**src/rtl/mem_req_initiator.sv**
```systemverilog
// rtl/mem_req_initiator.sv - per-core memory requestor: command FIFO, req/resp handshake, timeout; retry via MEM_REQ_RETRY_EN
module mem_req_initiator #(
  parameter int DATA_SIZE      = 2,
  parameter int ADDR_W         = 14,
  parameter int QUEUE_DEPTH    = 2,
  parameter int TIMEOUT_CYCLES = 64,
  parameter int MAX_RETRIES    = 2
) (
  input  logic                   clk,
  input  logic                   reset_n,
  input  logic                   cmd_valid,
  output logic                   cmd_ready,
  input  logic                   cmd_write,
  input  logic [ADDR_W-1:0]      cmd_addr,
  input  logic [DATA_SIZE*8-1:0] cmd_wdata,
  output logic                   rsp_valid,
  output logic                   rsp_write,
  output logic [DATA_SIZE*8-1:0] rsp_rdata,
  output logic                   rsp_error,
  output logic                   processor_req,
  output logic                   mem_read_req,
  output logic                   mem_write_req,
  output logic [ADDR_W-1:0]      addr,
  output logic [DATA_SIZE*8-1:0] mem_write_data,
  input  logic [DATA_SIZE*8-1:0] mem_read_data,
  input  logic                   processor_resp,
  output logic                   busy
);

  localparam int DW = DATA_SIZE * 8;
  localparam int PW = $clog2(QUEUE_DEPTH);
  localparam int TW = $clog2(TIMEOUT_CYCLES) + 1;
  localparam int EW = 1 + ADDR_W + DW;
  localparam logic [TW-1:0] T_LAST = TW'(TIMEOUT_CYCLES - 1);

  localparam logic [1:0] S_IDLE    = 2'd0;
  localparam logic [1:0] S_WAIT    = 2'd1;
  localparam logic [1:0] S_RELEASE = 2'd2;

  if (QUEUE_DEPTH < 2 || (QUEUE_DEPTH & (QUEUE_DEPTH - 1)) != 0 || MAX_RETRIES < 0) begin : g_bad_params
    $error("mem_req_initiator: QUEUE_DEPTH must be a power of 2 >= 2 and MAX_RETRIES >= 0");
  end

  // Command FIFO: pointers carry one wrap bit so full and empty are distinguishable.
  logic [EW-1:0] fifo_mem [QUEUE_DEPTH];
  logic [PW:0]   wr_ptr_q, wr_ptr_d, rd_ptr_q, rd_ptr_d;
  logic          fifo_empty, fifo_full, push, pop;
  logic [EW-1:0] fifo_head;

  logic [1:0]    state_q, state_d;
  logic [TW-1:0] timer_q, timer_d;

  logic          req_write_q, req_write_d;
  logic [ADDR_W-1:0] req_addr_q, req_addr_d;
  logic [DW-1:0] req_wdata_q, req_wdata_d;

  logic          rsp_fire, rsp_err;
  logic          reissue;

  logic          processor_req_q, mem_read_req_q, mem_write_req_q;
  logic [ADDR_W-1:0] addr_q;
  logic [DW-1:0] mem_write_data_q;
  logic          rsp_valid_q, rsp_write_q, rsp_error_q;
  logic [DW-1:0] rsp_rdata_q;

`ifdef MEM_REQ_RETRY_EN
  localparam int RW = $clog2(MAX_RETRIES + 2);
  logic [RW-1:0] retry_q, retry_d;
  logic          reissue_q, reissue_d;
  assign reissue = reissue_q;
`else
  assign reissue = 1'b0;
`endif

  assign fifo_empty = (wr_ptr_q == rd_ptr_q);
  assign fifo_full  = (wr_ptr_q[PW] != rd_ptr_q[PW]) && (wr_ptr_q[PW-1:0] == rd_ptr_q[PW-1:0]);
  assign cmd_ready  = !fifo_full;
  assign push       = cmd_valid && !fifo_full;
  assign pop        = (state_q == S_IDLE) && !fifo_empty;
  assign fifo_head  = fifo_mem[rd_ptr_q[PW-1:0]];
  assign wr_ptr_d   = wr_ptr_q + (PW+1)'(push);
  assign rd_ptr_d   = rd_ptr_q + (PW+1)'(pop);

  // Request registers load the FIFO head on pop and hold it through retries.
  assign req_write_d = pop ? fifo_head[EW-1]          : req_write_q;
  assign req_addr_d  = pop ? fifo_head[DW +: ADDR_W]  : req_addr_q;
  assign req_wdata_d = pop ? fifo_head[DW-1:0]        : req_wdata_q;

  // FIFO storage write; contents need no reset since the pointers gate visibility.
  always_ff @(posedge clk) begin
    if (push) fifo_mem[wr_ptr_q[PW-1:0]] <= {cmd_write, cmd_addr, cmd_wdata};
  end

  // Handshake FSM next-state, timer and completion decode.
  always_comb begin
    state_d  = state_q;
    timer_d  = timer_q;
    rsp_fire = 1'b0;
    rsp_err  = 1'b0;
`ifdef MEM_REQ_RETRY_EN
    retry_d   = retry_q;
    reissue_d = reissue_q;
`endif
    case (state_q)
      S_IDLE: begin
        if (!fifo_empty) begin
          state_d = S_WAIT;
          timer_d = '0;
`ifdef MEM_REQ_RETRY_EN
          retry_d = '0;
`endif
        end
      end
      S_WAIT: begin
        if (processor_resp) begin
          state_d  = S_RELEASE;
          timer_d  = '0;
          rsp_fire = 1'b1;
        end else if (timer_q == T_LAST) begin
          state_d = S_RELEASE;
          timer_d = '0;
`ifdef MEM_REQ_RETRY_EN
          if (retry_q < RW'(MAX_RETRIES)) begin
            retry_d   = retry_q + 1'b1;
            reissue_d = 1'b1;
          end else begin
            rsp_fire = 1'b1;
            rsp_err  = 1'b1;
          end
`else
          rsp_fire = 1'b1;
          rsp_err  = 1'b1;
`endif
        end else begin
          timer_d = timer_q + 1'b1;
        end
      end
      S_RELEASE: begin
        // Wait for resp to drop so a lingering level is never read as the next grant.
        if (!processor_resp || timer_q == T_LAST) begin
          state_d = reissue ? S_WAIT : S_IDLE;
          timer_d = '0;
`ifdef MEM_REQ_RETRY_EN
          reissue_d = 1'b0;
`endif
        end else begin
          timer_d = timer_q + 1'b1;
        end
      end
      default: state_d = S_IDLE;
    endcase
  end

  // State, pointers and request registers.
  always_ff @(posedge clk or negedge reset_n) begin
    if (!reset_n) begin
      state_q     <= S_IDLE;
      timer_q     <= '0;
      wr_ptr_q    <= '0;
      rd_ptr_q    <= '0;
      req_write_q <= 1'b0;
      req_addr_q  <= '0;
      req_wdata_q <= '0;
    end else begin
      state_q     <= state_d;
      timer_q     <= timer_d;
      wr_ptr_q    <= wr_ptr_d;
      rd_ptr_q    <= rd_ptr_d;
      req_write_q <= req_write_d;
      req_addr_q  <= req_addr_d;
      req_wdata_q <= req_wdata_d;
    end
  end

`ifdef MEM_REQ_RETRY_EN
  // Retry bookkeeping: attempts made for the held command and pending reissue.
  always_ff @(posedge clk or negedge reset_n) begin
    if (!reset_n) begin
      retry_q   <= '0;
      reissue_q <= 1'b0;
    end else begin
      retry_q   <= retry_d;
      reissue_q <= reissue_d;
    end
  end
`endif

  // Memory-side outputs registered from the next state so they are glitch-free and stable in WAIT_RESP.
  always_ff @(posedge clk or negedge reset_n) begin
    if (!reset_n) begin
      processor_req_q  <= 1'b0;
      mem_read_req_q   <= 1'b0;
      mem_write_req_q  <= 1'b0;
      addr_q           <= '0;
      mem_write_data_q <= '0;
    end else begin
      processor_req_q  <= (state_d == S_WAIT);
      mem_read_req_q   <= (state_d == S_WAIT) && !req_write_d;
      mem_write_req_q  <= (state_d == S_WAIT) && req_write_d;
      addr_q           <= (state_d == S_WAIT) ? req_addr_d  : '0;
      mem_write_data_q <= (state_d == S_WAIT) ? req_wdata_d : '0;
    end
  end

  // Response pulse; payload holds its last value between pulses.
  always_ff @(posedge clk or negedge reset_n) begin
    if (!reset_n) begin
      rsp_valid_q <= 1'b0;
      rsp_write_q <= 1'b0;
      rsp_error_q <= 1'b0;
      rsp_rdata_q <= '0;
    end else begin
      rsp_valid_q <= rsp_fire;
      if (rsp_fire) begin
        rsp_write_q <= req_write_q;
        rsp_error_q <= rsp_err;
        rsp_rdata_q <= (rsp_err || req_write_q) ? '0 : mem_read_data;
      end
    end
  end

  assign processor_req  = processor_req_q;
  assign mem_read_req   = mem_read_req_q;
  assign mem_write_req  = mem_write_req_q;
  assign addr           = addr_q;
  assign mem_write_data = mem_write_data_q;
  assign rsp_valid      = rsp_valid_q;
  assign rsp_write      = rsp_write_q;
  assign rsp_rdata      = rsp_rdata_q;
  assign rsp_error      = rsp_error_q;
  assign busy           = !fifo_empty || (state_q != S_IDLE);

endmodule

```
**config.mk**
```make
export PLATFORM = sky130hd
export DESIGN_NAME = mem_req_initiator
export DESIGN_NICKNAME = d
export VERILOG_FILES = /design/src/rtl/mem_req_initiator.sv
export SDC_FILE = /design/constraint.sdc
export NUM_CORES = 1
export LEC_CHECK = 0
export ABC_AREA = 1
export CORE_ASPECT_RATIO = 0.75
export CORE_MARGIN = 2
export CORE_UTILIZATION = 55
export CTS_BUF_LIST = sky130_fd_sc_hd__clkbuf_4 sky130_fd_sc_hd__clkbuf_8
export DETAILED_ROUTE_END_ITERATION = 8
export MAX_ROUTING_LAYER = met4
export PLACE_DENSITY = 0.82
export RECOVER_POWER = 100
export SLEW_MARGIN = 25
export SYNTH_ARGS = -nofsm -noshare
export SYNTH_HDL_FRONTEND = slang
export SYNTH_SLANG_ARGS = --single-unit
```
**constraint.sdc**
```tcl
create_clock -name clk -period 2.6 [get_ports clk]
set_clock_uncertainty 0.1 [all_clocks]
set_input_delay 0.39 -clock clk [delete_from_list [all_inputs] [get_ports clk]]
set_output_delay 0.39 -clock clk [all_outputs]
set_load 0.03 [all_outputs]
```
## After elaboration in Yosys (flattened, before gate mapping)

Memory sizes are Yosys's and may differ from the RTL's.
Index checks and enable logic that the tools add are counted.

- Register bits after elaboration: 96
- Bits in writable memories: 62
- Logic and storage cells: 67
- Memories kept: 1

Memory list:

| memory | depth | bits a word | read ports | clocked after Yosys merged registers in | write ports | line | RTL |
|---|---|---|---|---|---|---|---|
| fifo_mem | 2 | 31 | 1 | 0 | 1 | 45 | `logic [EW-1:0] fifo_mem [QUEUE_DEPTH];` |

- Add/subtract/negate cells: 3
- Equality and inequality tests: 8
- Multiplexer cells: 23
- Reductions and logical operators: 16

Operator list:

| operator | number |
|---|---|
| $mux W16 | 3 |
| $mux W14 | 2 |
| $mux W7 | 4 |
| $pmux W7 S3 | 1 |
| $mux W1 | 8 |
| $mux W2 | 4 |
| $add A7 B1 Y7 const B | 1 |
| $eq A7 B6 Y1 const B | 1 |
| $pmux W2 S3 | 1 |
| $logic_and A1 B1 Y1 | 5 |
| $add A2 B1 Y2 | 2 |
| $eq A2 B1 Y1 const B | 2 |
| $logic_not A1 Y1 | 4 |
| $logic_or A1 B1 Y1 | 3 |
| $reduce_bool A3 Y1 | 1 |
| $eq A2 B2 Y1 | 1 |
| $eq A2 B2 Y1 const B | 1 |
| $logic_not A2 Y1 | 1 |
| $ne A2 B2 Y1 const B | 1 |
| $reduce_and A2 Y1 | 1 |
| $reduce_bool A2 Y1 | 1 |
| $eq A1 B1 Y1 | 1 |
| $ne A1 B1 Y1 | 1 |

## Longest topological paths before layout

Gate-level depths: netlist of run 1.

- Depth after elaboration: 6
- Gate-level depth with buffers: 11
- Gate-level depth less buffers: 10

## Worst setup path before layout of run 1

OpenSTA, ideal clock, no wires.

- Path kind: register to register
- From: register wr_ptr_q[1]
- To: memory fifo_mem[1][0] in the netlist's numbering, enable pin
- Arrival time: 1.822 ns
- Setup slack: 0.286 ns
- Cell stages (with the launch flop): 5
- Buffers on the path: 0
- Clock period less this slack: 2.314 ns
- Cell sequence: dfrtp_1 xnor2_2 inv_1 a21boi_0 ha_1

- Longest elaborated chain between the ends: 6

RTL lines:

| what | line | RTL |
|---|---|---|
| from (decl) | 46 | `logic [PW:0] wr_ptr_q, wr_ptr_d, rd_ptr_q, rd_ptr_d;` |
| from (signal assigned) | 167 | `wr_ptr_q <= wr_ptr_d;` |
| $ne A1 B1 Y1 | 76 | `assign fifo_full = (wr_ptr_q[PW] != rd_ptr_q[PW]) && (wr_ptr_q[PW-1:0] == rd_ptr_q[PW-1:0]);` |
| $logic_and A1 B1 Y1 | 76 |  |
| $logic_not A1 Y1 | 78 | `assign push = cmd_valid && !fifo_full;` |
| $logic_and A1 B1 Y1 | 78 |  |
| $mux W1 | 91 | `if (push) fifo_mem[wr_ptr_q[PW-1:0]] <= {cmd_write, cmd_addr, cmd_wdata};` |
| $mux W1 (not written as such) | 91 |  |
| to (decl) | 45 |  |

No other way between the ends.

## Final worst setup path of run 1

- From: register wr_ptr_q[1]
- To: memory fifo_mem[0][4] in the netlist's numbering, enable pin

The elaborated chain is that of the path after synthesis.

==> results.yml, run 1 <==
synth:
  ys_ff_latch: 158
  synth_area_leaders: "dfrtp_1, edfxtp_1, nand2_1"
  yosys.area_share.simple_pct: 18.6
  ys_seq_area_share_pct: 68.6
  synth_compound_area_share_pct: 3.44
  syn_inst: 577
  synth_top_area_share_pct: 38.7
  synth_fp_nets: 636
  ys_types: 30
  syn-cell-area_mm2: 0.00621
  syn_avg_cell_area_um2: 10.8
  synth_top_cell_by_area: "dfrtp_1"
  synth_top_family_by_area: "simple AND/OR/NAND/NOR gates"
  synth_common_cells: "nand2_1, dfrtp_1, inv_1"
  yosys_most_used_dff: "dfrtp_1"
  synthMuxAreaShare_pct: 0
  synth_edf_count: 62
  synth_xor_area_share_pct: 0.544
  synthMostInstantiatedCell: "nand2_1"
  yosys_warnings: 0
  synth_fa_ha_area_share_pct: 1.61
  async_flop_share_pct: 60.8
grt:
  grt_pass1_vias: 4162
  grt_usage_pct: 22.0
  grt_max_degree: 64
  grt_pass1_wl_um: 19600
  overflow: 0
  antenna_found_initial: 0
placement:
  gp_congestion: 0.816
  place_inst: 809
  portBuffers: 104
  dp_hpwl_um: 8040
setup_path:
  startpoint_type: "flop"
  critical-path-max-stage-delay_ps: 430
  worstPathRequired_ps: 2590
  path_depth: 5
  slowest_stage: "clkbuf_2"
  path_max_fanout: 19
  crit_arrival_ps: 2280
  worstPathCellList: "xnor2_1, inv_1, a21boi_0, ha_1, clkbuf_2"
  worst_r2r_path_depth: 5
  critPathKind: "reg -> reg"
  path_buf_inv: 2
  cp_top_family: "buffers and inverters"
  setup.worst_path.end_class: "flop"
clocking:
  cts_resized: 0
  clk_latency_ps: 450
  cts_tree: "yes"
  path_clk_slew_ps: 80
  clk_path_buf_depth: 2
  cts.sinks: 158
  cts_root_buffer: "clkbuf_8"
  h-tree-depth: 4
  cts_buffers: 17
pwr:
  p_leak_uw: 0.00387
  total_power_uw: 9960
  power.density_mw_per_mm2: 1290
  irDropWorstVdd_uv: 812
detailed_routing:
  wirelength_um: 11900
  vias: 4108
  drt_iter0_drc: 213
  viasPerCell: 4.88
  drc_errors: 0
  first_pass_iters: 4
  avgRoutedWirePerCell_um: 14.2
  ant_nets: 0
min_path:
  worstHoldPathCells: 2
  hp-class: "reg -> reg"
die:
  rows: 33
  die_width_um: 127
  fp.dieH_um: 96.1
  core_mm2: 0.0110
  die_area_mm2: 0.0122
  start_util_pct: 56.6
  io_pins: 105
sta:
  fin_setup_tns_ps: 0
  finalSetupViolCount: 0
  slew_viol_final: 0
  fin_crit_ps: 2280
  tightest_slew_ps: 1000
  rsz0062_at_grt: "false"
  relSlewSlack_pct: 33.3
  max_freq_ghz: 0.438
  hold_viol: 0
  period_share_pct: 87.8
layout:
  drive_gt1_share_pct: 7.98
  antenna_cells: 0
  stdcell_count: 842
  fin_nets: 748
  syn2layout_area_growth_pct: 24.5
run_status:
  status: "finished, final reports clean"
job:
  cap_violations: 0
[power by group]
part | switching, uW | internal (uW)
sequential | 277 | 3560
combinational | 2850 | 1210
clock | 882 | 1180
[metrics by stage]
step                      area (um2)  utilization, %  worst slack, ps  hold slack (ps)
after floorplan                 6210               -              286            -5.59
after global placement          7380            67.2              485              303
after detailed placement        7380            67.2              433              312
after CTS                       7860            71.6              370              369
after global routing            7740            70.4              116              399
final                           7740            70.4              317              379
[per-layer routing]
layer / track usage [%] / wire [um] / up-vias
met2: 36.7 / 5850 / 122
li1: - / - / 2013
met5: - / 0 / -
met4: 7.97 / 92 / 0
met3: 5.45 / 754 / 11
met1: 26.7 / 5220 / 1962
[timing repair]
| item | 4_1_cts | 5_1_grt |
|---|---|---|
| buffers inserted | 0 | 0 |
| hold buffers | 1 | 0 |
| hold endpoints to repair | 38 | 0 |
[state kept, by name, indices dropped and copies added, names as in the netlist, 7 cells and up]
name,cells
fifo_mem,62
mem_write_data,16
req_wdata_q,16
rsp_rdata,16
addr,14
req_addr_q,14
timer_q,7
[area by class of cell]
type | instances | area (um2)
sequential | 158 | 4260
fill | 752 | 3250
multi-input combinational | 314 | 1430
timing repair buffer | 113 | 1090
inverter | 85 | 319
clock buffer | 19 | 255
clock inverter | 13 | 211
tap | 140 | 175
[cell usage in the layout (no fill, tap or decap), types with 2 or more instances in the layout]
cell type        synthesis  final
a21oi_1                  4      4
buf_4                    4      3
bufinv_16                0      5
clkbuf_1                 6      2
clkbuf_2                 0      4
clkbuf_4                 0      3
clkbuf_8                 0     18
clkdlybuf4s50_1          0     18
clkinv_2                 0      2
clkinv_4                 0      4
dfrtp_1                 96     96
dlygate4sd3_1            0     84
edfxtp_1                62     62
ha_1                     8      8
inv_1                   82     83
inv_2                    3      2
nand2_1                180    183
nand2_2                  6      3
nand2_4                  3      3
nand3_1                 11     20
nand3_2                 12      3
nand4_1                  2      2
nor2_1                  41     43
nor3_1                   2      2
o21ai_0                 23     33
xor2_1                   2      2
[tightest hold or removal path, delay by kind of cell (launching register included)]
kind / cells / cell delay, ps
flip-flops: 1 / 340
AND/OR/NAND/NOR: 2 / 100
[kinds of logic (layout without fill, tap and decap cells)]
group                      count (synthesis)  after routing
and+or+nand+nor                          262            262
adders and majority gates                  8              8
xor gates and xnor gates                   3              3
buffers and inverters                    105            230
AOI/OAI and AO/OA                         41             41
DFF                                      158            158
[path summary, 6_finish.rpt]
path / slack (ps) / to / from
max: 320 / fifo_mem[0][4] / wr_ptr_q[1]
min: 380 / rsp_rdata[3] / rsp_rdata[3]
max reg2reg: 320 / fifo_mem[0][4] / wr_ptr_q[1]
min reg2reg: 380 / rsp_rdata[3] / rsp_rdata[3]
max in group asynchronous: 620 / rsp_rdata[14] / reset_n
min in group asynchronous: 540 / rsp_rdata[0] / reset_n
Note: power is estimated with default switching activity, not from simulation.
==> inputs of run 2 (changes only) <==
--- a/config.mk
+++ b/config.mk
@@ -7,12 +7,11 @@
 export LEC_CHECK = 0
 export ABC_AREA = 1
 export CORE_ASPECT_RATIO = 0.75
-export CORE_MARGIN = 2
 export CORE_UTILIZATION = 55
 export CTS_BUF_LIST = sky130_fd_sc_hd__clkbuf_4 sky130_fd_sc_hd__clkbuf_8
 export DETAILED_ROUTE_END_ITERATION = 8
 export MAX_ROUTING_LAYER = met4
-export PLACE_DENSITY = 0.82
+export PLACE_DENSITY_LB_ADDON = 0.15
 export RECOVER_POWER = 100
 export SLEW_MARGIN = 25
 export SYNTH_ARGS = -nofsm -noshare
==> run 2 against run 1 <==
Net effect:
- the flow now finishes with violations (design-rule violations)
- global-route usage is 0.91 points lower
- die area down 3.6%
- critical path depth is 5 higher
- via count is 1.1% lower
- sequential power hardly changed
- highest routed layer unchanged
==> results.yml, run 2 (same netlist as run 1, synthesis figures left out) <==
setup_path:
  crit_arrival_ps: 2490
  path_max_fanout: 19
  worstPathCellList: "ha_1, nand2_2, nor2_4, nand2_4, nand2_2, nand2_1, clkbuf_1, nor2_8, nand3_1, nand2_1"
  slowest_stage: "clkbuf_1"
  worstReg2RegEnd: "rsp_rdata[7]"
  setup.worst_path.end_class: "flop"
  crit-reg2reg-launch: "timer_q[0]"
  worst_r2r_path_depth: 10
  critical-path-max-stage-delay_ps: 720
  worstPathRequired_ps: 2810
  startpoint_type: "flop"
  critPathKind: "reg -> reg"
  reg2reg_slack_ps: 320
min_path:
  min_from: "rsp_error"
  worstHoldPathCells: 2
  hp-class: "reg -> reg"
  hold_end: "rsp_error"
sta:
  fin_setup_tns_ps: 0
  fin_crit_ps: 2280
  max_freq_ghz: 0.439
  hold_viol: 0
  rsz0062_at_grt: "false"
  period_share_pct: 87.6
  tightest_slew_ps: 1150
  slew_viol_final: 0
  relSlewSlack_pct: 23.2
  hold_slack_ps: 368
  finalSetupViolCount: 0
grt:
  grt_pass1_wl_um: 18400
  grt_max_degree: 64
  grt_usage_pct: 21.1
  grt_pass1_vias: 3992
  overflow: 0
  antenna_found_initial: 0
clocking:
  cts_root_buffer: "clkbuf_8"
  cts_setup_buffers: 0
  clk_latency_ps: 440
  clk_path_buf_depth: 2
  h-tree-depth: 4
  cts_tree: "yes"
  cts.sinks: 158
  path_clk_slew_ps: 80
  cts_buffers: 17
  cts_resized: 0
run_status:
  status: "finished, violations left"
  violations: "design-rule violations"
pwr:
  irDropWorstVdd_uv: 787
  total_power_uw: 9670
  p_leak_uw: 0.00385
  power.density_mw_per_mm2: 1250
die:
  core_mm2: 0.0110
  fp.dieH_um: 94.1
  rows: 33
  die_area_mm2: 0.0117
  start_util_pct: 56.6
  die_width_um: 125
  io_pins: 105
placement:
  gp_congestion: 0.820
  dp_hpwl_um: 7550
  portBuffers: 104
  place_inst: 810
detailed_routing:
  avgRoutedWirePerCell_um: 13.3
  drt_iter0_drc: 226
  wirelength_um: 11200
  ant_nets: 0
  first_pass_iters: 6
  vias: 4062
  drc_errors: 48
  viasPerCell: 4.81
layout:
  final_cell_mix: "nand2_1, dfrtp_1, dlygate4sd3_1, inv_1, edfxtp_1"
  fin_nets: 749
  largest_reg_flops: 62
  stdcell_count: 844
  layout_commonest_cell: "nand2_1"
  syn2layout_area_growth_pct: 24.2
  drive_gt1_share_pct: 8.11
job:
  cap_violations: 0
run 2: cell types whose count changed in the layout (fill, tap and decap cells not counted), sizes merged:
cell | before | now
bufinv | 5 | 3
clkinv | 6 | 5
buf | 3 | 8
inv | 86 | 85
diode | 0 | 1
run 2: cell type report:
class	count	area, um2
sequential	158	4260
fill	807	3260
multi-input combinational	314	1430
timing repair buffer	114	1120
inverter	85	319
clock buffer	23	285
tap	140	175
clock inverter	9	120
antenna	1	2.50
run 2: repair_timing:
action | CTS | global route
hold endpoints to repair | 43 | 0
setup endpoints to repair | 0 | 0
hold buffers | 1 | 0
run 2: stage by stage:
step           utilization (%)  worst slack, ps  area [um2]
2_1_floorplan                -              286        6210
3_3_place_gp              67.3              369        7390
3_5_place_dp              67.3              325        7390
4_1_cts                   71.1              407        7810
5_1_grt                   70.3              154        7720
6_report                  70.3              321        7720
run 2: worst max-delay path: cells and delay by family, from the launching register on:
| kind | cells | cell delay, ps |
|---|---|---|
| fa+ha+maj | 1 | 230 |
| buf+inv | 1 | 720 |
| flops | 1 | 420 |
| simple gates | 8 | 680 |
run 2: power breakdown:
group | switching, uW | internal (uW) | leakage, uW
combinational | 2760 | 1250 | 0.00187
clock | 817 | 1020 | 0.000210
sequential | 264 | 3550 | 0.00178
run 2: worst max path at each step:
stage / slack [ps] / to / depth (start not counted) / startpoint
6_report: 320 / rsp_rdata[7] / 10 / timer_q[0]
5_1_grt: 150 / rsp_write / 10 / timer_q[0]
4_1_cts: 410 / fifo_mem[0][17] / 5 / wr_ptr_q[1]
3_5_place_dp: 320 / fifo_mem[0][18] / 4 / cmd_valid
3_3_place_gp: 370 / fifo_mem[0][17] / 4 / cmd_valid
2_1_floorplan: 290 / fifo_mem[1][0] / 4 / wr_ptr_q[1]
run 2: routing by layer:
layer,vias up,global-route usage (%),wire (um)
met5,-,-,0
met4,0,6.28,107
met3,12,5.47,553
met2,113,35.1,5440
met1,1919,25.6,5080
li1,2018,-,-
